===== src/rtl/mmio_stream_port.sv =====
// Memory-mapped TX FIFO (and optional RX FIFO) bridging the CPU bus to valid/ready streams.
// Define MMIO_STREAM_RX_EN to build the receive FIFO and inbound stream.
module mmio_stream_port #(
  parameter logic [15:0] BASE_ADDR = 16'hFF00,
  parameter int          DEPTH     = 16
) (
  input  logic        clk,
  input  logic        reset,
  input  logic [15:0] addr,
  input  logic [31:0] din,
  output logic [31:0] dout,
  input  logic        rw,
  output logic        sel,
  output logic [31:0] tx_data,
  output logic        tx_valid,
  input  logic        tx_ready,
  input  logic [31:0] rx_data,
  input  logic        rx_valid,
  output logic        rx_ready
);

  localparam int         AW        = $clog2(DEPTH);
  localparam logic [7:0] DEPTH_CNT = 8'(DEPTH);

  localparam logic [3:0] REG_TXDATA = 4'h0;
  localparam logic [3:0] REG_RXDATA = 4'h1;
  localparam logic [3:0] REG_STATUS = 4'h2;
  localparam logic [3:0] REG_CTRL   = 4'h3;

  logic wr, wr_tx, wr_rx, wr_status, wr_ctrl, flush;

  assign sel       = (addr[15:4] == BASE_ADDR[15:4]);
  assign wr        = sel && !rw;
  assign wr_tx     = wr && (addr[3:0] == REG_TXDATA);
  assign wr_rx     = wr && (addr[3:0] == REG_RXDATA);
  assign wr_status = wr && (addr[3:0] == REG_STATUS);
  assign wr_ctrl   = wr && (addr[3:0] == REG_CTRL);
  assign flush     = wr_ctrl && din[1];

  // ---------------- TX FIFO ----------------
  logic [31:0]   tx_mem [DEPTH];
  logic [AW-1:0] tx_wr_ptr, tx_rd_ptr;
  logic [7:0]    tx_count;
  logic          tx_en, tx_ovf;
  logic          tx_full, tx_empty, tx_push, tx_pop, tx_ovf_set;

  assign tx_full    = (tx_count == DEPTH_CNT);
  assign tx_empty   = (tx_count == 8'd0);
  assign tx_valid   = tx_en && !tx_empty;
  assign tx_data    = tx_valid ? tx_mem[tx_rd_ptr] : 32'd0;
  assign tx_pop     = tx_valid && tx_ready;
  // A full FIFO still accepts a push when the stream frees a slot in the same cycle.
  assign tx_push    = wr_tx && (!tx_full || tx_pop);
  assign tx_ovf_set = wr_tx && tx_full && !tx_pop;

  // NOTE: sequential state uses non-blocking assignments so every register samples pre-edge values.
  always_ff @(posedge clk or posedge reset) begin
    if (reset) begin
      tx_wr_ptr <= '0;
      tx_rd_ptr <= '0;
      tx_count  <= 8'd0;
      tx_en     <= 1'b0;
      tx_ovf    <= 1'b0;
    end else begin
      if (wr_ctrl) tx_en <= din[0];
      if (wr_status && din[4]) tx_ovf <= 1'b0;
      else if (tx_ovf_set)     tx_ovf <= 1'b1;
      if (flush) begin
        tx_wr_ptr <= '0;
        tx_rd_ptr <= '0;
        tx_count  <= 8'd0;
      end else begin
        if (tx_push) tx_wr_ptr <= tx_wr_ptr + AW'(1);
        if (tx_pop)  tx_rd_ptr <= tx_rd_ptr + AW'(1);
        if (tx_push && !tx_pop)      tx_count <= tx_count + 8'd1;
        else if (!tx_push && tx_pop) tx_count <= tx_count - 8'd1;
      end
    end
  end

  // NOTE: storage has no reset; the pointers and counts alone define which entries are valid.
  always_ff @(posedge clk) begin
    if (tx_push) tx_mem[tx_wr_ptr] <= din;
  end

  // ---------------- RX FIFO ----------------
  logic [7:0]  rx_count;
  logic        rx_full, rx_empty, rx_unf;
  logic [31:0] rx_head;

`ifdef MMIO_STREAM_RX_EN
  logic [31:0]   rx_mem [DEPTH];
  logic [AW-1:0] rx_wr_ptr, rx_rd_ptr;
  logic          rx_push, rx_pop;

  assign rx_full  = (rx_count == DEPTH_CNT);
  assign rx_empty = (rx_count == 8'd0);
  assign rx_ready = !rx_full;
  assign rx_head  = rx_empty ? 32'd0 : rx_mem[rx_rd_ptr];
  assign rx_push  = rx_valid && rx_ready;
  assign rx_pop   = wr_rx && !rx_empty;

  always_ff @(posedge clk or posedge reset) begin
    if (reset) begin
      rx_wr_ptr <= '0;
      rx_rd_ptr <= '0;
      rx_count  <= 8'd0;
      rx_unf    <= 1'b0;
    end else begin
      if (wr_status && din[5])  rx_unf <= 1'b0;
      else if (wr_rx && rx_empty) rx_unf <= 1'b1;
      if (flush) begin
        rx_wr_ptr <= '0;
        rx_rd_ptr <= '0;
        rx_count  <= 8'd0;
      end else begin
        if (rx_push) rx_wr_ptr <= rx_wr_ptr + AW'(1);
        if (rx_pop)  rx_rd_ptr <= rx_rd_ptr + AW'(1);
        if (rx_push && !rx_pop)      rx_count <= rx_count + 8'd1;
        else if (!rx_push && rx_pop) rx_count <= rx_count - 8'd1;
      end
    end
  end

  always_ff @(posedge clk) begin
    if (rx_push) rx_mem[rx_wr_ptr] <= rx_data;
  end
`else
  logic unused_rx;

  assign unused_rx = ^{rx_valid, rx_data, wr_rx};
  assign rx_count  = 8'd0;
  assign rx_full   = 1'b0;
  assign rx_empty  = 1'b1;
  assign rx_unf    = 1'b0;
  assign rx_head   = 32'd0;
  assign rx_ready  = 1'b0;
`endif

  // ---------------- Read mux ----------------
  // NOTE: combinational blocks assign a default first so no path can infer a latch.
  always_comb begin
    dout = 32'd0;
    if (sel) begin
      case (addr[3:0])
        REG_RXDATA: dout = rx_head;
        REG_STATUS: dout = {8'd0, rx_count, tx_count, 2'b00, rx_unf, tx_ovf,
                            rx_empty, rx_full, tx_empty, tx_full};
        REG_CTRL:   dout = {31'd0, tx_en};
        default:    dout = 32'd0;
      endcase
    end
  end

endmodule


===== config.mk =====
export PLATFORM = sky130hd
export DESIGN_NAME = mmio_stream_port
export DESIGN_NICKNAME = d
export VERILOG_FILES = /design/src/rtl/mmio_stream_port.sv
export SDC_FILE = /design/constraint.sdc
export NUM_CORES = 1
export LEC_CHECK = 0
export ABC_AREA = 1
export ABC_CLOCK_PERIOD_IN_PS = 4100
export BUFFER_PORTS_ARGS = -buffer_cell sky130_fd_sc_hd__clkbuf_2
export CORE_MARGIN = 2
export CORE_UTILIZATION = 45
export CTS_CLUSTER_SIZE = 8
export DETAILED_ROUTE_END_ITERATION = 10
export GPL_TIMING_DRIVEN = 0
export SLEW_MARGIN = 20
export SYNTH_ARGS = -nofsm -noshare
export SYNTH_HDL_FRONTEND = slang
export SYNTH_SLANG_ARGS = --single-unit
export TNS_END_PERCENT = 100

===== constraint.sdc =====
create_clock -name clk -period 4.1 [get_ports clk]
set_input_delay 0.82 -clock clk [delete_from_list [all_inputs] [get_ports clk]]
set_output_delay 0.82 -clock clk [all_outputs]
set_load 0.03 [all_outputs]

==> results_dict.tcl, run 1 <==
set metrics [dict create \
    worst-setup-path-type "flip-flop to output pin" \
    skew_ns 0.0214 \
    syn_to_final_growth_pct 18.4 \
    seqCellArea_mm2 0.0158 \
    synth_top_area_frac 0.704 \
    timing.fmax_mhz 251 \
    synth_cells 1773 \
    post-route-util 0.540 \
    drt-total-wl_um 59700 \
    synth-edff-count 512 \
    ys_types 33 \
    first_pass_iters 8 \
    finalHoldViolCount 0 \
    core-area_mm2 0.0478 \
    p_clk_frac 0.482 \
    die_h_um 224 \
    yosys-top-cells-count "edfxtp_1, nor2_1, nand2_1" \
    drv_cap 0 \
    cts.sinks 530 \
    cts_buffers 76 \
    slowest_delay_ns 0.46 \
    viasPerCell 5.66 \
    grt_usage 0.240 \
    cts_max_level 3 \
    grt_use_met3 0.0364 \
    syn-cell-area_mm2 0.0218 \
    crit_fanout 19 \
    grt_pass1_vias 14682 \
    layout-drive-gt1-share 0.147 \
    grt_max_degree 21 \
    p_per_area_mw_per_mm2 455 \
    vdd_drop_max_uv 269 \
    max_slew_margin 0.372 \
    arrival_ns 3.16 \
    required_ns 3.28 \
    yosysTopAreaCell "edfxtp_1" \
    synth_most_common_cell "edfxtp_1" \
    cp_cell_sequence "buf_6 > buf_4 > buf_2 > nor2_1 > o32ai_1 > nand2_1 > a31oi_1 > clkbuf_2" \
    synthTopCellsByArea "edfxtp_1, nor2_1, o21ai_0" \
    p_int_mw 9.48 \
    async_flop_share 0.0340 \
    diodes 0 \
    antenna_found_initial 0 \
    power_frac_seq 0.505 \
    first_iter_violations 1465 \
    switchingPower_mw 2.29 \
    slew_viol_final 0 \
    clk_path_buf_depth 3 \
    finalSetupViolations 0 \
    hold_path.class "primary input to asynchronous set/reset pin" \
    pin_count 152 \
    post_drt_wl_per_cell_um 22.8 \
    final_antenna_net_count 0 \
    gp_congestion 0.813 \
    crit_family "buffers and inverters" \
    grt_pass1_wl_um 89400 \
    holdWs_ns 0.341 \
    portBuffers 97 \
    ys_seq_area_frac 0.725 \
    p_leak_nw 8.91 \
    grt_setup_unrepaired "true" \
    use_met2 0.401 \
    p_sw_frac 0.195 \
    worstMarginPinSlew_ns 0.942 \
    period_minus_slack_ns 3.98 \
    gr-total-overflow 0 \
    die_w_um 224 \
    period_share 0.971 \
    crit_buf_inv 4 \
    multi_input_area_mm2 0.00529 \
    die_area_mm2 0.0503 \
    initial_core_util 0.456 \
    cts_setup_buffers 0 \
    fillers 4006 \
    rows 80 \
    run_status "finished clean" \
    ys.flop_type "edfxtp_1" \
    dp_hpwl_um 39900 \
    grt_use_met1 0.321 \
    final_nets 2081 \
    worst_setup_path_end_kind "output pin" \
    clkLatencyLatePin_ns 0.60 \
    crit_path_start_kind "flip-flop" \
    path_clk_slew_ns 0.05 \
    ys_ff_latch 530 \
    syn_area_per_cell_um2 12.3 \
    p_comb_frac 0.012 \
    slowest_stage "dfrtp_1" \
    ys_warn_count 0 \
    tritoncts "built" \
    root_buffer "clkbuf_16" \
    num_vias 14813 \
    top_usage_layer "met2" \
    drc 0 \
]
timing repair:
action | in CTS | in global routing
endpoints found under the setup margin | 2 | 6
hold buffers | 0 | 0
resized for setup | 1 | 3
pin swaps | 0 | 0
hold endpoints to repair | 0 | 0
layout make-up:
class | count | area share
sequential | 530 | 0.612
multi-input combinational | 1089 | 0.205
clock buffer | 92 | 0.0788
timing repair buffer | 114 | 0.0360
tap | 615 | 0.0298
buffer | 129 | 0.0288
inverter | 44 | 0.00658
clock inverter | 5 | 0.00310
flip-flops by register name, indices dropped and copies added (netlist names):
signal	cells
tx_en	1
tx_ovf	1
tx_count	8
tx_wr_ptr	4
tx_mem	512
tx_rd_ptr	4
worst paths after layout:
| kind | startpoint | to | slack, ns | depth (start not counted) |
|---|---|---|---|---|
| worst max-delay path | tx_rd_ptr[0] | tx_data[0] | 0.12 | 8 |
| worst max register to register | tx_count[7] | tx_mem[10][20] | 1.17 | 11 |
| max in group asynchronous | reset | tx_count[0] | 3.26 | 2 |
| worst min register to register | tx_count[6] | tx_count[6] | 0.52 | 2 |
| min in group clk | tx_count[6] | tx_count[6] | 0.52 | 2 |
| worst min-delay path | reset | tx_rd_ptr[2] | 0.34 | 2 |
power groups by stage:
stage	combinational [mW]	clock (mW)	sequential, mW
after CTS	0.146	5.74	5.95
after global placement	0.142	0	6.05
final	0.147	5.68	5.95
after detailed placement	0.146	0	6.05
after global routing	0.160	5.96	5.94
after floorplan	0.0506	0	6.05
logic make-up (layout without fill, tap and decap cells):
family          count (synthesis)  count (layout)  share of synthesized area
fa+ha+maj                      12              12                    0.00722
flops                         530             530                      0.725
mux                             1               1                   0.000516
other cells                     1              21                   0.000172
simple gates                  642             642                      0.113
compound gates                406             406                      0.110
xor+xnor                        7               7                    0.00281
buf+inv                       174             384                     0.0419
cell usage in the layout, fill, tap and decap left out, types with 14 or more instances in the layout:
cell,n
a31oi_1,34
buf_16,14
buf_2,17
buf_4,44
clkbuf_1,61
clkbuf_16,79
clkbuf_2,99
conb_1,21
dfrtp_1,18
edfxtp_1,512
inv_1,38
nand2_1,187
nand3_1,18
nor2_1,412
nor2_4,16
o211ai_1,32
o21ai_0,181
o21ai_1,84
o32ai_1,64
per-stage QoR:
step	instances	worst slack [ns]	cell area (µm²)	total power, mW	setup TNS [ns]
floorplan	1793	0.714	21900	6.10	0
global placement	2505	-1.07	23200	6.19	-429.72
detailed placement	2522	0.526	23700	6.19	0
CTS	2619	0.00393	25800	11.8	0
global route	2618	-0.0249	25800	12.1	-0.0249
finish	2618	0.119	25800	11.8	0
per-layer routing:
| layer | vias up | part of all wire |
|---|---|---|
| li1 | 6770 | - |
| met2 | 553 | 0.49 |
| met3 | 104 | 0.067 |
| met1 | 7386 | 0.42 |
| met4 | 0 | 0.024 |
| met5 | - | 0 |
(Power assumes the default switching activity.)
==> run 2, diff against run 1 <==
- ABC_AREA: 1 -> default
==> results_dict.tcl, run 2 <==
set metrics [dict create \
    holdWs_ns 0.360 \
    reg2regPathDepth 10 \
    post-route-util 0.532 \
    final_nets 1250 \
    drt-total-wl_um 48000 \
    required_ns 3.28 \
    worstMarginPinSlew_ns 1.01 \
    syn_to_final_growth_pct 16.9 \
    grt_pass1_vias 10531 \
    power_frac_seq 0.516 \
    grt_max_degree 33 \
    die_w_um 221 \
    grt_pass1_wl_um 70500 \
    die_area_mm2 0.0488 \
    r2r_slack_ns 0.58 \
    final_common_cell "edfxtp_1" \
    gp_congestion 0.777 \
    p_int_mw 9.32 \
    arrival_ns 3.14 \
    timing.fmax_mhz 252 \
    pin_count 152 \
    portBuffers 97 \
    largest_reg_flops 512 \
    period_minus_slack_ns 3.96 \
    drv_cap 0 \
    ys_types 48 \
    period_share 0.966 \
    power_mw 11.5 \
    grt_setup_unrepaired "false" \
    postCtsHoldBufs 0 \
    finalHoldViolCount 0 \
    vdd_drop_max_uv 311 \
    run_status "finished clean" \
    switchingPower_mw 2.22 \
    crit_path_start_kind "flip-flop" \
    drc 0 \
    first_pass_iters 5 \
    p_leak_nw 8.15 \
    tritoncts "built" \
    final_antenna_net_count 0 \
    cts_setup_buffers 0 \
    cts.sinks 530 \
    synth_top_area_frac 0.727 \
    fillers 3623 \
    synth-edff-count 512 \
    syn-cell-area_mm2 0.0212 \
    hold_path.class "primary input to asynchronous set/reset pin" \
    cts_buffers 76 \
    grt_usage 0.199 \
    ys_seq_area_frac 0.748 \
    root_buffer "clkbuf_16" \
    die_h_um 221 \
    rows 79 \
    first_iter_violations 1091 \
    clk_path_buf_depth 3 \
    yosys-top-cells-count "edfxtp_1, mux4_2, and3_1" \
    post_drt_wl_per_cell_um 27.0 \
    gr-total-overflow 0 \
    ys_ff_latch 530 \
    max_slew_margin 0.327 \
    postCtsResizedCells 12 \
    core-area_mm2 0.0465 \
    p_comb_frac 0.014 \
    async_flop_share 0.0340 \
    num_vias 10264 \
    dp_hpwl_um 27500 \
    cts_max_level 3 \
    finalSetupViolations 0 \
    initial_core_util 0.455 \
    ys_warn_count 0 \
    slew_viol_final 0 \
    synth_most_common_cell "edfxtp_1" \
    top_register "tx_mem" \
    antenna_found_initial 2 \
    dr_wl_met2_um 23500 \
    synthTopCellsByArea "edfxtp_1, mux4_2, dfrtp_1" \
    synth_cells 950 \
    yosysTopAreaCell "edfxtp_1" \
    p_sw_frac 0.192 \
    layout-drive-gt1-share 0.362 \
    skew_ns 0.0177 \
    ys.flop_type "edfxtp_1" \
    viasPerCell 5.78 \
    wl_met3_um 2850 \
    worst-setup-path-type "flip-flop to output pin" \
    p_clk_frac 0.470 \
    layout_common_cells "edfxtp_1, mux4_2, clkbuf_2" \
    crit_fanout 10 \
    syn_area_per_cell_um2 22.3 \
    highest_layer "met5" \
    met1_length_um 20600 \
    path_clk_slew_ns 0.05 \
    reg2reg_from "tx_en" \
    finalSetupTns_ns 0 \
    p_per_area_mw_per_mm2 466 \
    timing.rr.end "tx_count[7]" \
    clkLatencyLatePin_ns 0.58 \
    worst_setup_path_end_kind "output pin" \
    reg_top3 "tx_mem (512), tx_count (8)" \
]
## run 2: changes by cell type after synthesis, moves of 31 or more
cell      before  now
nor2_1       428   15
nand2_1      187    8
o21ai_0      181    5
mux4_2         0  160
o21ai_1       84    0
o32ai_1       64    0
and3_1         0   36
a31oi_1       34    2
o211ai_1      32    1
## run 2: worst max-delay path by stage
| stage | startpoint | to | slack [ns] | cells past startpoint |
|---|---|---|---|---|
| 2_1_floorplan | addr[3] | dout[10] | 0.64 | 5 |
| 3_3_place_gp | addr[3] | tx_mem[0][18] | -0.52 | 6 |
| 4_1_cts | tx_rd_ptr[1] | tx_data[23] | 0.09 | 6 |
| 5_1_grt | tx_rd_ptr[1] | tx_data[23] | 0.03 | 6 |
| 3_5_place_dp | addr[6] | tx_count[7] | 0.20 | 11 |
| 6_report | tx_rd_ptr[0] | tx_data[17] | 0.14 | 6 |
## run 2: power by group through the flow
| stage | sequential, mW | combinational, mW | clock (mW) |
|---|---|---|---|
| floorplan | 6.05 | 0.0656 | 0 |
| global placement | 6.05 | 0.154 | 0 |
| detailed placement | 6.05 | 0.162 | 0 |
| CTS | 5.95 | 0.162 | 5.51 |
| global route | 5.94 | 0.177 | 5.73 |
| finish | 5.95 | 0.161 | 5.42 |
## run 2: metrics by stage
| stage | setup WS, ns | instances | area [µm²] |
|---|---|---|---|
| 2_1_floorplan | 0.642 | 970 | 21200 |
| 3_3_place_gp | -0.525 | 1674 | 22500 |
| 3_5_place_dp | 0.196 | 1682 | 22700 |
| 4_1_cts | 0.0893 | 1774 | 24700 |
| 5_1_grt | 0.0325 | 1774 | 24700 |
| 6_report | 0.138 | 1776 | 24700 |
## run 2: kinds of logic after synthesis
| logic type | share of synthesized area |
|---|---|
| other cells | 0.000177 |
| mux | 0.173 |
| compound gates | 0.00769 |
| fa+ha+maj | 0.00745 |
| simple gates | 0.0370 |
| flops | 0.748 |
| buf+inv | 0.0229 |
| xor+xnor | 0.00331 |
## run 2: per-layer routing
metal  vias to the layer above  global-route usage
met4                         2              0.0593
met2                       354               0.317
met5                         -                   0
li1                       4352                   -
met1                      5484               0.284
met3                        72              0.0351
## run 2: area by class of cell
class                   count  area [µm²]  area share
inverters                  13        48.8     0.00197
repair buffers            105         676      0.0273
multi-input cells         358        4950       0.200
clock buffers              89        1970      0.0798
well taps                 607         759      0.0307
flip-flops and latches    530       15800       0.640
clock inverters             3        26.3     0.00106
plain buffers              69         458      0.0185
diodes                      2        5.00    0.000202
## run 2: critical path, cell delays in order, from the launching register on
cell and delay, ns:
dfrtp_1 0.36, clkbuf_1 0.26, buf_2 0.46, mux4_2 0.61, mux4_2 0.46, and3_1 0.22, clkbuf_2 0.19
